File: src/rtl/packet_uart_tx_pkg.sv
// packet_uart_tx shared types: UART state encoding,
// frame geometry and baud divider derivation.
package packet_uart_tx_pkg;

  typedef enum logic [1:0] {
    S_IDLE,
    S_START,
    S_DATA,
    S_STOP
  } uart_state_t;

  localparam int UART_FRAME_BITS = 10;
  localparam int UART_DATA_BITS  = UART_FRAME_BITS - 2;

  function automatic int clks_per_bit(
    input int clk_hz,
    input int baud
  );
    return clk_hz / baud;
  endfunction

endpackage

File: src/rtl/packet_uart_tx_if.sv
// packet_uart_tx request bundle: packet + start in,
// busy + done back to the packet source.
interface packet_uart_tx_if #(
  parameter int PACKET_BYTES = 22
);

  logic [PACKET_BYTES*8-1:0] packet;
  logic                      start;
  logic                      busy;
  logic                      done;

  modport master (
    output packet,
    output start,
    input  busy,
    input  done
  );

  modport slave (
    input  packet,
    input  start,
    output busy,
    output done
  );

endinterface

File: src/rtl/packet_uart_tx_byte_tx.sv
// uart_byte_tx: one 8N1 frame per load; ready rises in the
// last stop-bit cycle so back-to-back loads leave no gap.
module uart_byte_tx
  import packet_uart_tx_pkg::*;
#(
  parameter int CLKS_PER_BIT = 868
) (
  input  logic       clk,
  input  logic       rst,
  input  logic [7:0] tx_byte,
  input  logic       load,
  output logic       ready,
  output logic       txd
);

  localparam int DIV_W =
    (CLKS_PER_BIT > 1) ? $clog2(CLKS_PER_BIT) : 1;
  localparam logic [DIV_W-1:0] DIV_LAST =
    DIV_W'(CLKS_PER_BIT - 1);
  localparam logic [2:0] BIT_LAST =
    3'(UART_DATA_BITS - 1);

  uart_state_t      state;
  logic [DIV_W-1:0] div;
  logic [2:0]       bit_idx;
  logic [7:0]       sh;
  logic             bit_end;

  assign bit_end = div == DIV_LAST;
  assign ready   = (state == S_IDLE) ||
                   ((state == S_STOP) && bit_end);

  // Bit-timing FSM; txd is registered alongside state.
  always_ff @(posedge clk) begin
    if (rst) begin
      state   <= S_IDLE;
      div     <= '0;
      bit_idx <= '0;
      sh      <= '0;
      txd     <= 1'b1;
    end else if (load && ready) begin
      state   <= S_START;
      div     <= '0;
      bit_idx <= '0;
      sh      <= tx_byte;
      txd     <= 1'b0;
    end else begin
      unique case (1'b1)
        (state == S_START): begin
          if (bit_end) begin
            div   <= '0;
            state <= S_DATA;
            txd   <= sh[0];
          end else begin
            div <= div + DIV_W'(1);
          end
        end
        (state == S_DATA): begin
          if (bit_end) begin
            div <= '0;
            if (bit_idx == BIT_LAST) begin
              state <= S_STOP;
              txd   <= 1'b1;
            end else begin
              bit_idx <= bit_idx + 3'd1;
              sh      <= {1'b0, sh[7:1]};
              txd     <= sh[1];
            end
          end else begin
            div <= div + DIV_W'(1);
          end
        end
        (state == S_STOP): begin
          if (bit_end) begin
            div   <= '0;
            state <= S_IDLE;
          end else begin
            div <= div + DIV_W'(1);
          end
          txd <= 1'b1;
        end
        default: begin
          div <= '0;
          txd <= 1'b1;
        end
      endcase
    end
  end

endmodule

File: src/rtl/packet_uart_tx.sv
// packet_uart_tx: latches a packet and streams it MSB byte first
// as 8N1 bytes. PACKET_UART_TX_CHECKSUM_EN appends an XOR byte.
module packet_uart_tx
  import packet_uart_tx_pkg::*;
#(
  parameter int CLK_HZ       = 100000000,
  parameter int BAUD         = 115200,
  parameter int PACKET_BYTES = 22
) (
  input  logic                    clk,
  input  logic                    rst,
  packet_uart_tx_if.slave         bus,
  output logic                    TxD
);

  localparam int CPB = clks_per_bit(CLK_HZ, BAUD);
  localparam int W   = PACKET_BYTES * 8;
`ifdef PACKET_UART_TX_CHECKSUM_EN
  localparam int LAST = PACKET_BYTES;
`else
  localparam int LAST = PACKET_BYTES - 1;
`endif
  localparam int CNT_W = (LAST > 0) ? $clog2(LAST + 1) : 1;

  logic [W-1:0]     sh;
  logic [CNT_W-1:0] cnt;
  logic             busy_q;
  logic             done_q;
  logic             tx_ready;
  logic             accept;
  logic             last;
  logic             advance;
  logic             finish;
  logic             load;
  logic [7:0]       tx_byte;
  logic [7:0]       pkt_top;
  logic [7:0]       sh_top;

  assign bus.busy = busy_q;
  assign bus.done = done_q;

  assign pkt_top = bus.packet[W-1 -: 8];
  assign sh_top  = sh[W-1 -: 8];
  assign accept  = !busy_q && bus.start;
  assign last    = cnt == CNT_W'(LAST);
  assign advance = busy_q && tx_ready && !last;
  assign finish  = busy_q && tx_ready && last;
  assign load    = accept || advance;

`ifdef PACKET_UART_TX_CHECKSUM_EN
  logic [7:0] chk;
  logic       chk_slot;

  assign chk_slot = cnt == CNT_W'(PACKET_BYTES - 1);
  assign tx_byte  = accept   ? pkt_top :
                    chk_slot ? chk     : sh_top;

  // Running XOR of every packet byte as it is handed over.
  always_ff @(posedge clk) begin
    if (rst) begin
      chk <= '0;
    end else if (accept) begin
      chk <= pkt_top;
    end else if (advance && !chk_slot) begin
      chk <= chk ^ sh_top;
    end
  end
`else
  assign tx_byte = accept ? pkt_top : sh_top;
`endif

  // Byte sequencer: latch on accept, feed one byte per ready.
  always_ff @(posedge clk) begin
    if (rst) begin
      busy_q <= 1'b0;
      done_q <= 1'b0;
      cnt    <= '0;
      sh     <= '0;
    end else begin
      done_q <= 1'b0;
      unique case (1'b1)
        accept: begin
          busy_q <= 1'b1;
          cnt    <= '0;
          sh     <= {bus.packet[W-9:0], 8'h00};
        end
        advance: begin
          cnt <= cnt + CNT_W'(1);
          sh  <= {sh[W-9:0], 8'h00};
        end
        finish: begin
          busy_q <= 1'b0;
          done_q <= 1'b1;
        end
        default: ;
      endcase
    end
  end

  uart_byte_tx #(
    .CLKS_PER_BIT(CPB)
  ) u_byte_tx (
    .clk    (clk),
    .rst    (rst),
    .tx_byte(tx_byte),
    .load   (load),
    .ready  (tx_ready),
    .txd    (TxD)
  );

endmodule

File: src/flat_wrapper.sv
// flat-port wrapper written by rule: the top's interface ports become plain ports
module packet_uart_tx_flat import packet_uart_tx_pkg::*;
#(
  parameter int CLK_HZ       = 100000000,
  parameter int BAUD         = 115200,
  parameter int PACKET_BYTES = 22
)
  (clk, rst, TxD, bus_packet, bus_start, bus_busy, bus_done);
  packet_uart_tx_if #(.PACKET_BYTES(PACKET_BYTES)) bus_i ();
  input  logic clk;
  input  logic rst;
  output logic TxD;
  input wire logic [$bits(bus_i.packet)-1:0] bus_packet;
  input wire logic [$bits(bus_i.start)-1:0] bus_start;
  output wire logic [$bits(bus_i.busy)-1:0] bus_busy;
  output wire logic [$bits(bus_i.done)-1:0] bus_done;
  assign bus_i.packet = bus_packet;
  assign bus_i.start = bus_start;
  assign bus_busy = bus_i.busy;
  assign bus_done = bus_i.done;
  packet_uart_tx #(.CLK_HZ(CLK_HZ), .BAUD(BAUD), .PACKET_BYTES(PACKET_BYTES)) u_core (.clk(clk), .rst(rst), .bus(bus_i), .TxD(TxD));
endmodule
File: config.mk
export PLATFORM = sky130hd
export DESIGN_NAME = packet_uart_tx_flat
export DESIGN_NICKNAME = d
export VERILOG_FILES = /design/src/rtl/packet_uart_tx_pkg.sv /design/src/rtl/packet_uart_tx_if.sv /design/src/rtl/packet_uart_tx_byte_tx.sv /design/src/rtl/packet_uart_tx.sv /design/src/flat_wrapper.sv
export SDC_FILE = /design/constraint.sdc
export NUM_CORES = 1
export LEC_CHECK = 0
export CORE_MARGIN = 2
export CORE_UTILIZATION = 40
export CTS_CLUSTER_DIAMETER = 80
export DETAILED_ROUTE_END_ITERATION = 8
export GPL_TIMING_DRIVEN = 0
export PLACE_DENSITY = 0.65
export SYNTH_ARGS = -nofsm -noshare
export SYNTH_HDL_FRONTEND = slang
export SYNTH_HIERARCHICAL = 1
export SYNTH_SLANG_ARGS = --single-unit
File: constraint.sdc
create_clock -name clk -period 2.3 [get_ports clk]
set_input_delay 0.345 -clock clk [delete_from_list [all_inputs] [get_ports clk]]
set_output_delay 0.345 -clock clk [all_outputs]
set_load 0.05 [all_outputs]
==> Yosys cells after proc, flatten, opt, wreduce, memory -nomap -nowiden <==
Index checks and enable logic that the tools add are counted.
{ "classes": {"muxes": 20, "bitwise_logic": 2, "eq_ne": 15, "reduce_logical": 25, "n_addsub": 3} }
{ "op_table": {"columns": ["operator", "n"], "rows": [
  ["176-bit case mux with 2 select lines", 1],
  ["8-bit 2-to-1 mux", 5],
  ["10-bit by 1-bit adder with 10-bit output, second input constant", 1],
  ["10-bit == test, second input constant", 1],
  ["5-bit case mux with 2 select lines", 1],
  ["5-bit AND reduction", 2],
  ["3-bit != test, second input constant", 3],
  ["2-bit 2-to-1 mux", 4],
  ["2-bit != test, second input constant", 4],
  ["2-bit nonzero test", 4],
  ["1-bit logical AND", 6],
  ["1-bit 2-to-1 mux", 6],
  ["2-bit case mux with 3 select lines", 1],
  ["3-bit AND reduction", 2],
  ["5-bit by 1-bit adder with 5-bit output, second input constant", 1],
  ["5-bit == test, second input constant", 1],
  ["2-bit == test, second input constant", 2],
  ["1-bit case mux with 2 select lines", 2],
  ["4-bit nonzero test", 1],
  ["4-bit OR reduction", 1],
  ["3-bit by 1-bit adder with 3-bit output, second input constant", 1],
  ["3-bit == test, second input constant", 1],
  ["3-bit by 2-bit != test with 1-bit output, second input constant", 1],
  ["3-bit nonzero test", 1],
  ["other kinds (9)", 12]
]} }
{ "totals": {"out_inout_bits": 3, "register_bits": 207, "inputBits": 179} }

==> Logic depth before layout (Yosys ltp) <==
Gate-level depths: netlist of the first run.
{ "depth": {"depth_word": 9, "depth_mapped": 12, "ltp_nobuf": 10} }

==> Hierarchy <==
The synthesis of the first run kept the hierarchy.
{ "modules_own_cells": {"columns": ["module", "seq_area_each_um2", "cells_per_inst", "n_inst", "area_per_inst_um2"], "rows": [
  ["packet_uart_tx", 3503.4, 1002, 1, 8328.0],
  ["uart_byte_tx", 480.5, 133, 1, 1221.2]
]} }

==> Worst setup path before layout of the first run <==
OpenSTA, ideal clock, no wires.
{ "synth_path": {"kind": "reg2reg", "startpoint": "register u_core.u_byte_tx.div[0]", "endpoint": "register u_core.u_byte_tx.state[1]", "arrival_ns": 2.428, "setup_time_ns": 0.140, "required_time_ns": 2.160, "path_slack_ns": -0.268, "stages_incl_launch_ff": 13, "cell_sequence": "dfxtp_1 -> ha_1 -> nor2b_1 -> a41oi_2 -> inv_2 -> and2_1 -> nand2b_4 -> buf_6 -> buf_2 -> nand2_1 -> clkinv_1 -> nor2_1 -> a2111oi_1"} }
{ "synth_between": {"elab_chain_cells": 8, "word_cells_on_any_way": 12, "classes_between": "4 x eq/ne; 8 x reduce/logical"} }
{ "synth_lines": {"columns": ["item", "line_no", "rtl"], "rows": [
  ["from (decl)", "packet_uart_tx_byte_tx.sv:24", "logic [DIV_W-1:0] div;"],
  ["from (signal assigned)", "packet_uart_tx_byte_tx.sv:55", "div <= div + DIV_W'(1);"],
  ["from (signal assigned)", "packet_uart_tx_byte_tx.sv:70", "div <= div + DIV_W'(1);"],
  ["from (signal assigned)", "packet_uart_tx_byte_tx.sv:78", "div <= div + DIV_W'(1);"],
  ["10-bit == test", "packet_uart_tx_byte_tx.sv:29", "assign bit_end = div == DIV_LAST;"],
  ["1-bit logical AND", "packet_uart_tx_byte_tx.sv:31", "((state == S_STOP) && bit_end);"],
  ["1-bit logical OR", "packet_uart_tx_byte_tx.sv:30", "assign ready = (state == S_IDLE) ||"],
  ["named net u_core.tx_ready", "packet_uart_tx.sv:29", "logic tx_ready;"],
  ["1-bit logical AND (2 in series)", "packet_uart_tx.sv:46", "assign advance = busy_q && tx_ready && !last;"],
  ["1-bit logical OR", "packet_uart_tx.sv:48", "assign load = accept || advance;"],
  ["named net u_core.load", "packet_uart_tx.sv:34", "logic load;"],
  ["1-bit logical AND", "packet_uart_tx_byte_tx.sv:41", "end else if (load && ready) begin"],
  ["2-bit OR reduction (no line)", null, null],
  ["to (signal assigned)", "packet_uart_tx_byte_tx.sv:36", "state <= S_IDLE;"],
  ["to (signal assigned)", "packet_uart_tx_byte_tx.sv:42", "state <= S_START;"],
  ["to (signal assigned)", "packet_uart_tx_byte_tx.sv:52", "state <= S_DATA;"],
  ["to (decl)", "packet_uart_tx_byte_tx.sv:23", "uart_state_t state;"]
]} }
The timed path passes the listed nets, and every way through them passes these cells.
A chain may end at the register's enable or synchronous reset.

==> Worst setup path in the final report of the first run <==
{ "layout_path": {"startpoint": "register u_core.u_byte_tx.div[2]", "endpoint": "register u_core.sh[102]"} }
{ "layout_between": {"elab_chain_cells": 6, "word_cells_on_any_way": 7, "classes_between": "1 x eq/ne; 1 x mux; 5 x reduce/logical"} }
{ "layout_lines": {"columns": ["item", "line_no", "rtl"], "rows": [
  ["10-bit == test *", "packet_uart_tx_byte_tx.sv:29", null],
  ["1-bit logical AND *", "packet_uart_tx_byte_tx.sv:31", null],
  ["1-bit logical OR *", "packet_uart_tx_byte_tx.sv:30", null],
  ["named net u_core.tx_ready", "packet_uart_tx.sv:29", null],
  ["1-bit logical AND * (2 in series)", "packet_uart_tx.sv:46", null],
  ["176-bit case mux with 2 select lines / 2-bit nonzero test (equally long branches)", null, null],
  ["to (signal assigned)", "packet_uart_tx.sv:85", "sh <= {bus.packet[W-9:0], 8'h00};"],
  ["to (signal assigned)", "packet_uart_tx.sv:89", "sh <= {sh[W-9:0], 8'h00};"],
  ["to (decl)", "packet_uart_tx.sv:25", "logic [W-1:0] sh;"]
]} }
The timed path passes the listed nets; every way through them passes the cells marked *. The select of a mux whose other input is x is not followed.

==> results.md, run 1 <==
* Period utilization at 0.9431
* Hold slack at 0.4307 ns
* Largest net degree at the start of global routing at 17
* F_max at 461.0 MHz
* Via-per-instance ratio at 5.389
* Final WL at 27.14 mm
* GP Congestion at 0.8023
* Min-Delay Startpoint: u_core/u_byte_tx/div[0]
* Largest cells by area after synthesis: dfxtp_1 42%, nand2_1 15%, a311oi_2 13%
* Critical Path Most Common Cell: buf_6
* Initial antenna violation count at 3
* Final hold violations at 0
* Slowest stage delay, CP at 0.39 ns
* Number of hold buffers added after cts at 0
* Crit. End Element: flip-flop
* RSZ-0062 raised after global routing: no
* Fin cells at 1670
* DRT antenna net count at 0
* Number of global-route vias before repair at 8592
* Core box area at 0.02347 mm^2
* Die ar. at ~0.025 mm^2
* DRC Markers at 0
* Total GRT Usage at 0.2170
* Power per cell area at 767.4 mW/mm^2
* Yosys reg bits at 199
* Max stage delay cell, worst path: dfxtp_1
* First-pass GRT wire length at around 44 mm
* Worst Setup Start Kind: flip-flop
* Fraction of registers with async set or reset after synthesis at 0
* Post-synth EDFFs at 0
* Reg clk slew, reported paths at 0.07 ns
* LEAKAGE at 0.004251 uW
* Core Rows at 56
* Final nets at 1531
* Port bufs at approximately 180
* Root Buffer: clkbuf_16
* Detailed-route via count at between 8000 and 9000
* Setup CP Type: flip-flop to flip-flop
* Buf+Inv Stages, Crit Path at 4
* Outcome: finished, final reports clean
* Clock tree buffer depth at 2
* Sequential fraction of the synthesis area at 0.4172
* H-Tree Depth at 4
* Crit path required time at 2.63 ns
* Num CTS Buffers at 17
* PnR worst setup slack at 0.1308 ns
* Placed cell count at 1635
* Clk_lat worst skew at 0.43 ns
* Top_reg_cell synth: dfxtp_1
* Die height at 158.5 um
* Sum of negative setup slack at 0 ns
* Max-Cap Viols at 0
* Max Slew Vio Count at 0
* Critical path launch point: u_core/u_byte_tx/div[2]
* Ys Warns at 6
* Fraction of layout cells with a size suffix above 1 at 0.1437
* RR Startpoint: u_core/u_byte_tx/div[2]
* Top-area cell type share of the netlist area at 0.4172
* Synth top cells by count: 372 x nand2_1, 199 x dfxtp_1, 170 x nor3_1
* FILL cells at 2184
* Multi-input gate area at 0.005067 mm^2
* CTS tree: built
* Synthesized Nets at 1326
* Area Growth Syn to Fin at 31.17%
* Grt ovf at 0
* Worst slew margin at 0.5307
* Clock tree sinks at 199
* Largest area contributor in the netlist: dfxtp_1
* Hold Path Class: flip-flop to flip-flop
* Top Family by Delay on Critical Path: simple AND/OR/NAND/NOR gates
* Setup Skew at 0.01191 ns
* 1st-iter DRT viols at roughly 580
* Average wire per standard cell at between 15 and 20 um
* Final setup viols at 0
* Worst-margin pin slew at 0.7039 ns
* Worst VDD drop at 0.0004276 V
* Unique masters post-synth at 46
* WP data arrival at about 2.5 ns
* HPWL after detailed placement at 19.60 mm
* Starting Density at 0.4068
* Worst path cell trace: nor4b_4, a41oi_4, inv_2, and2_4, nand2b_4, buf_4, buf_6, buf_6, a311oi_2
* Synth Cell Area at 0.009549 mm^2
* IO Count at 182
* Post-synthesis cell count at 1135
* CP max FO at 10
* Top-count cell post-synth: nand2_1
* DP Worst Slack at -0.6709 ns
* Sequential Area at 0.003988 mm^2
* Iteration count of the initial detailed-routing pass at 7
* Syn Area/Cell at around 8.4 um^2
* Crit path time final at 2.169 ns
* Die W at roughly 160 um
## repair_timing
action                     CTS  global route
setup endpoints to repair  193           133
setup buffers                5             1
pin swaps                    5             1
gates cloned                 2             0
resized for setup           27            18
## cell families after synthesis
| group | share of synthesized area |
|---|---|
| AND/OR/NAND/NOR | 0.2685 |
| flip-flops | 0.4172 |
| AO/OA/AOI/OAI | 0.2279 |
| buffers and inverters | 0.06040 |
| adder cells (fa/ha/maj) | 0.01572 |
| XOR/XNOR | 0.008255 |
| multiplexers | 0.002097 |
## per-stage QoR
step / utilization / area, um^2 / total power (uW)
after global routing: 0.5335 / 12520 / 10080
after global placement: 0.5025 / 11800 / 6454
after floorplan: - / 9584 / 5716
after CTS: 0.5322 / 12490 / 9658
after detailed placement: 0.5025 / 11800 / 6485
final: 0.5336 / 12530 / 9612
## metal layers
metal  vias up  track usage  share of wire
met5         -            0        0.00099
met4         4      0.04891          0.012
met3        25      0.04192          0.062
met2       282       0.3427           0.44
met1      4165       0.3072           0.48
li1       4523            -              -
## report_power, final
| part | switching [uW] | internal, uW | total [uW] |
|---|---|---|---|
| Combinational | 1250 | 1070 | 2320 |
| Clock | 1330 | 1770 | 3100 |
| Sequential | 275 | 3920 | 4190 |
## registers in the layout (all words and copies together) (netlist names), 2 cells and up
register	flops
u_core/u_byte_tx/div	10
u_core/cnt	5
u_core/u_byte_tx/sh	8
u_core/u_byte_tx/state	2
u_core/u_byte_tx/bit_idx	3
u_core/sh	168
## area by class of cell
type	count	area share
plain buffers	113	0.04565
flip-flops and latches	199	0.3183
clock buffers	19	0.03616
diodes	1	0.0001998
inverters	8	0.002797
multi-input cells	813	0.4046
well taps	319	0.03186
repair buffers	187	0.1482
clock inverters	10	0.01179
repair inverters	1	0.0003996
## cells in the final DEF (no fill, tap or decap), types with 4 or more instances in the layout
master           instances
buf_2                   27
a311oi_1                87
ha_1                    10
nor2_1                  10
buf_6                   10
nand4_1                  4
or3_1                    5
nand2_1                369
buf_4                    6
nand3_1                  7
clkbuf_2                13
inv_1                    6
clkbuf_16               17
xor2_1                   6
clkdlybuf4s50_1        181
and3_1                   4
a21oi_1                 11
clkbuf_1                56
a311oi_2                80
dfxtp_1                196
nor3_1                 168
## path summary, 6_finish.rpt
path	depth (start not counted)	slack [ns]	to
worst max-delay path	9	0.13	u_core/sh[102]
worst min-delay path	1	0.43	u_core/u_byte_tx/div[0]
worst max register to register	9	0.13	u_core/sh[102]
worst min register to register	1	0.43	u_core/u_byte_tx/div[0]
Note: power is estimated with default switching activity, not from simulation.
==> run 2: changes to the inputs <==
--- a/config.mk
+++ b/config.mk
@@ -5,11 +5,11 @@
 export SDC_FILE = /design/constraint.sdc
 export NUM_CORES = 1
 export LEC_CHECK = 0
+export CORE_ASPECT_RATIO = 0.8
 export CORE_MARGIN = 2
 export CORE_UTILIZATION = 40
 export CTS_CLUSTER_DIAMETER = 80
 export DETAILED_ROUTE_END_ITERATION = 8
-export GPL_TIMING_DRIVEN = 0
 export PLACE_DENSITY = 0.65
 export SYNTH_ARGS = -nofsm -noshare
 export SYNTH_HDL_FRONTEND = slang
==> run 2 against run 1 <==
Net effect:
- sequential power about the same
- count of clock-buffer cells in the layout decreased by 2
- non-clock buffer count decreased by 83
- total power decreased by 0.34%
- maximum frequency decreased by 0.76%
- core utilization decreased by 0.50 points
- via count decreased by 2.3%
- global-route usage decreased by 0.71 points
- first-iteration DRC count increased by 47%
- sequential share of layout area increased by 0.40 points
- clock skew decreased by 0.0020 ns
- combinational power about the same
- largest cell class unchanged
==> results.md, run 2 (synthesis results as in run 1) <==
* RSZ-0062 raised after global routing: yes
* Starting Density at 0.4081 (+0.001305)
* WP data arrival at 1.84 ns (-0.66 ns)
* Clk_lat worst skew at 0.43 ns (about the same)
* DRC Markers at 0 (unchanged)
* Outcome: finished, final reports clean
* First-pass GRT wire length at 43.09 mm (-1.1%)
* HPWL after detailed placement at 17.13 mm (-13%)
* DP Worst Slack at 0.1008 ns (+0.7717 ns)
* Average wire per standard cell at 17.00 um (+4.6%)
* Port bufs at 181 (unchanged)
* Fraction of layout cells with a size suffix above 1 at 0.1333 (-0.01042)
* Detailed-route via count at 8796 (-2.3%)
* Crit path time final at 2.186 ns (+0.01658 ns)
* Largest regs: u_core/sh (168), u_core/u_byte_tx/div (10), u_core/u_byte_tx/sh (8)
* Max reg flops at 168 (unchanged)
* Max Slew Vio Count at 0 (unchanged)
* Max stage delay cell, worst path: clkdlybuf4s50_1
* Reg clk slew, reported paths at 0.08 ns (about the same)
* PnR worst setup slack at 0.1142 ns (-0.01658 ns)
* Top Family by Delay on Critical Path: buffers and inverters
* Via-per-instance ratio at 5.564 (+3.2%)
* Final nets at 1446 (-5.6%)
* Worst Setup Start Kind: flip-flop
* IO Count at 182 (unchanged)
* Sum of negative setup slack at 0 ns (unchanged)
* Worst VDD drop at 0.0005561 V (+30%)
* Total GRT Usage at 0.2099 (-0.007084)
* Largest net degree at the start of global routing at 82 (+65)
* Max-Cap Viols at 0 (unchanged)
* Core box area at 0.02340 mm^2 (-0.32%)
* Num CTS Buffers at 17 (unchanged)
* Die ar. at 0.02513 mm^2 (about the same)
* Crit. End Element: primary output
* Min-Delay Startpoint: rst
* RR Startpoint: u_core/u_byte_tx/div[3]
* Area Growth Syn to Fin at 29.52%
* Die W at 176.7 um (+12%)
* Most flops, register: u_core/sh
* Worst-margin pin slew at 0.5438 ns (-0.1601 ns)
* Setup Skew at 0.009913 ns (-0.001996 ns)
* Post-Route Utilization at 0.5286 (-0.005025)
* Number of global-route vias before repair at 8282 (-3.6%)
* Final WL at 26.88 mm (-0.94%)
* Clock tree buffer depth at 2 (unchanged)
* Final setup viols at 0 (unchanged)
* Die height at 142.2 um (-10%)
* Final hold violations at 0 (unchanged)
* Initial antenna violation count at 1 (-2)
* Most frequent cells in the layout: 369 x nand2_1, 197 x dfxtp_1, 180 x clkdlybuf4s50_1
* Buf+Inv Stages, Crit Path at 1 (-3)
* Hold Path Class: input pin to flip-flop
* Setup CP Type: flip-flop to primary output
* Grt ovf at 0 (unchanged)
* LEAKAGE at 0.004154 uW (-2.3%)
* Overall power at 9579 uW (-0.34%)
* GP Congestion at 0.8373 (+4.4%)
* Core Rows at 50 (-11%)
* Slowest stage delay, CP at 0.88 ns (+0.49 ns)
* Clock tree sinks at 199 (unchanged)
* CP max FO at 6 (-4)
* Iteration count of the initial detailed-routing pass at 5 (-2)
* Crit path required time at 1.96 ns (-0.67 ns)
* Cell Area, Placed at 0.01172 mm^2 (-0.64%)
* Commonest non-fill, non-tap cell in the layout: nand2_1
* Root Buffer: clkbuf_16
* Worst path cell trace: clkdlybuf4s50_1
* 1st-iter DRT viols at 849 (+47%)
* CTS tree: built
* H-Tree Depth at 4 (unchanged)
* DRT antenna net count at 0 (unchanged)
* Critical path launch point: u_core/bus.busy
* Power per cell area at 774.5 mW/mm^2 (+0.93%)
* Worst slew margin at 0.6363 (+0.1056)
* Period utilization at 0.9503 (+0.007209)
* F_max at 457.5 MHz (-0.76%)
* Final instance area at 0.01237 mm^2 (-1.3%)
## run 2: changes by cell type in the layout (fill, tap and decap cells not counted), moves of 9 or more
cell,change
clkbuf_2,-13
buf_12,+16
buf_6,-9
clkbuf_1,-56
buf_2,-27
buf_4,+14
## run 2: report_power, final
part	internal [uW]	switching, uW
sequential	3920	270
combinational	1060	1250
clock	1570	1510
## run 2: final cells by class
cell class                 count  area [um^2]
timing repair buffer         217         2283
tap                          312        390.4
antenna                        1        2.502
sequential                   199         3986
clock buffer                  17        425.4
clock inverter                15        181.4
inverter                       8        32.53
multi-input combinational    812         5066
fill                        2181        11030
## run 2: path summary, 6_finish.rpt
kind | endpoint | slack (ns) | cells after the start
setup / recovery | bus_busy | 0.11 | 1
hold / removal | u_core/cnt[2] | 0.37 | 2
setup reg to reg | u_core/u_byte_tx/sh[1] | 0.14 | 8
hold reg to reg | u_core/sh[8] | 0.46 | 2
## run 2: what timing repair did
item / CTS / global route
setup buffers: 0 / 2
setup endpoints to repair: 0 / 28
resized for setup: 0 / 7
hold buffers: 0 / 0
## run 2: through the flow
| stage | instances | hold slack, ns |
|---|---|---|
| 6_report | 1581 | 0.3685 |
| 5_1_grt | 1580 | 0.3543 |
| 4_1_cts | 1578 | 0.3328 |
| 3_5_place_dp | 1546 | 0.4503 |
| 3_3_place_gp | 1546 | 0.4460 |
| 2_1_floorplan | 1135 | 0.4171 |
## run 2: per-layer routing
layer / global-route usage / up-vias / part of all wire
met1: 0.3313 / 4155 / 0.52
met3: 0.04006 / 14 / 0.060
li1: - / 4340 / -
met2: 0.2917 / 287 / 0.41
met5: 0 / - / 0
met4: 0.04045 / 0 / 0.0068
==> run 3: changes to the inputs <==
--- a/config.mk
+++ b/config.mk
@@ -11,6 +11,8 @@
 export CTS_CLUSTER_DIAMETER = 80
 export DETAILED_ROUTE_END_ITERATION = 8
 export PLACE_DENSITY = 0.65
+export RECOVER_POWER = 100
+export SKIP_LAST_GASP = 1
 export SYNTH_ARGS = -nofsm -noshare
 export SYNTH_HDL_FRONTEND = slang
 export SYNTH_HIERARCHICAL = 1
==> results of run 3 <==
Final layout, timing and power as in run 2 (identical DEF).
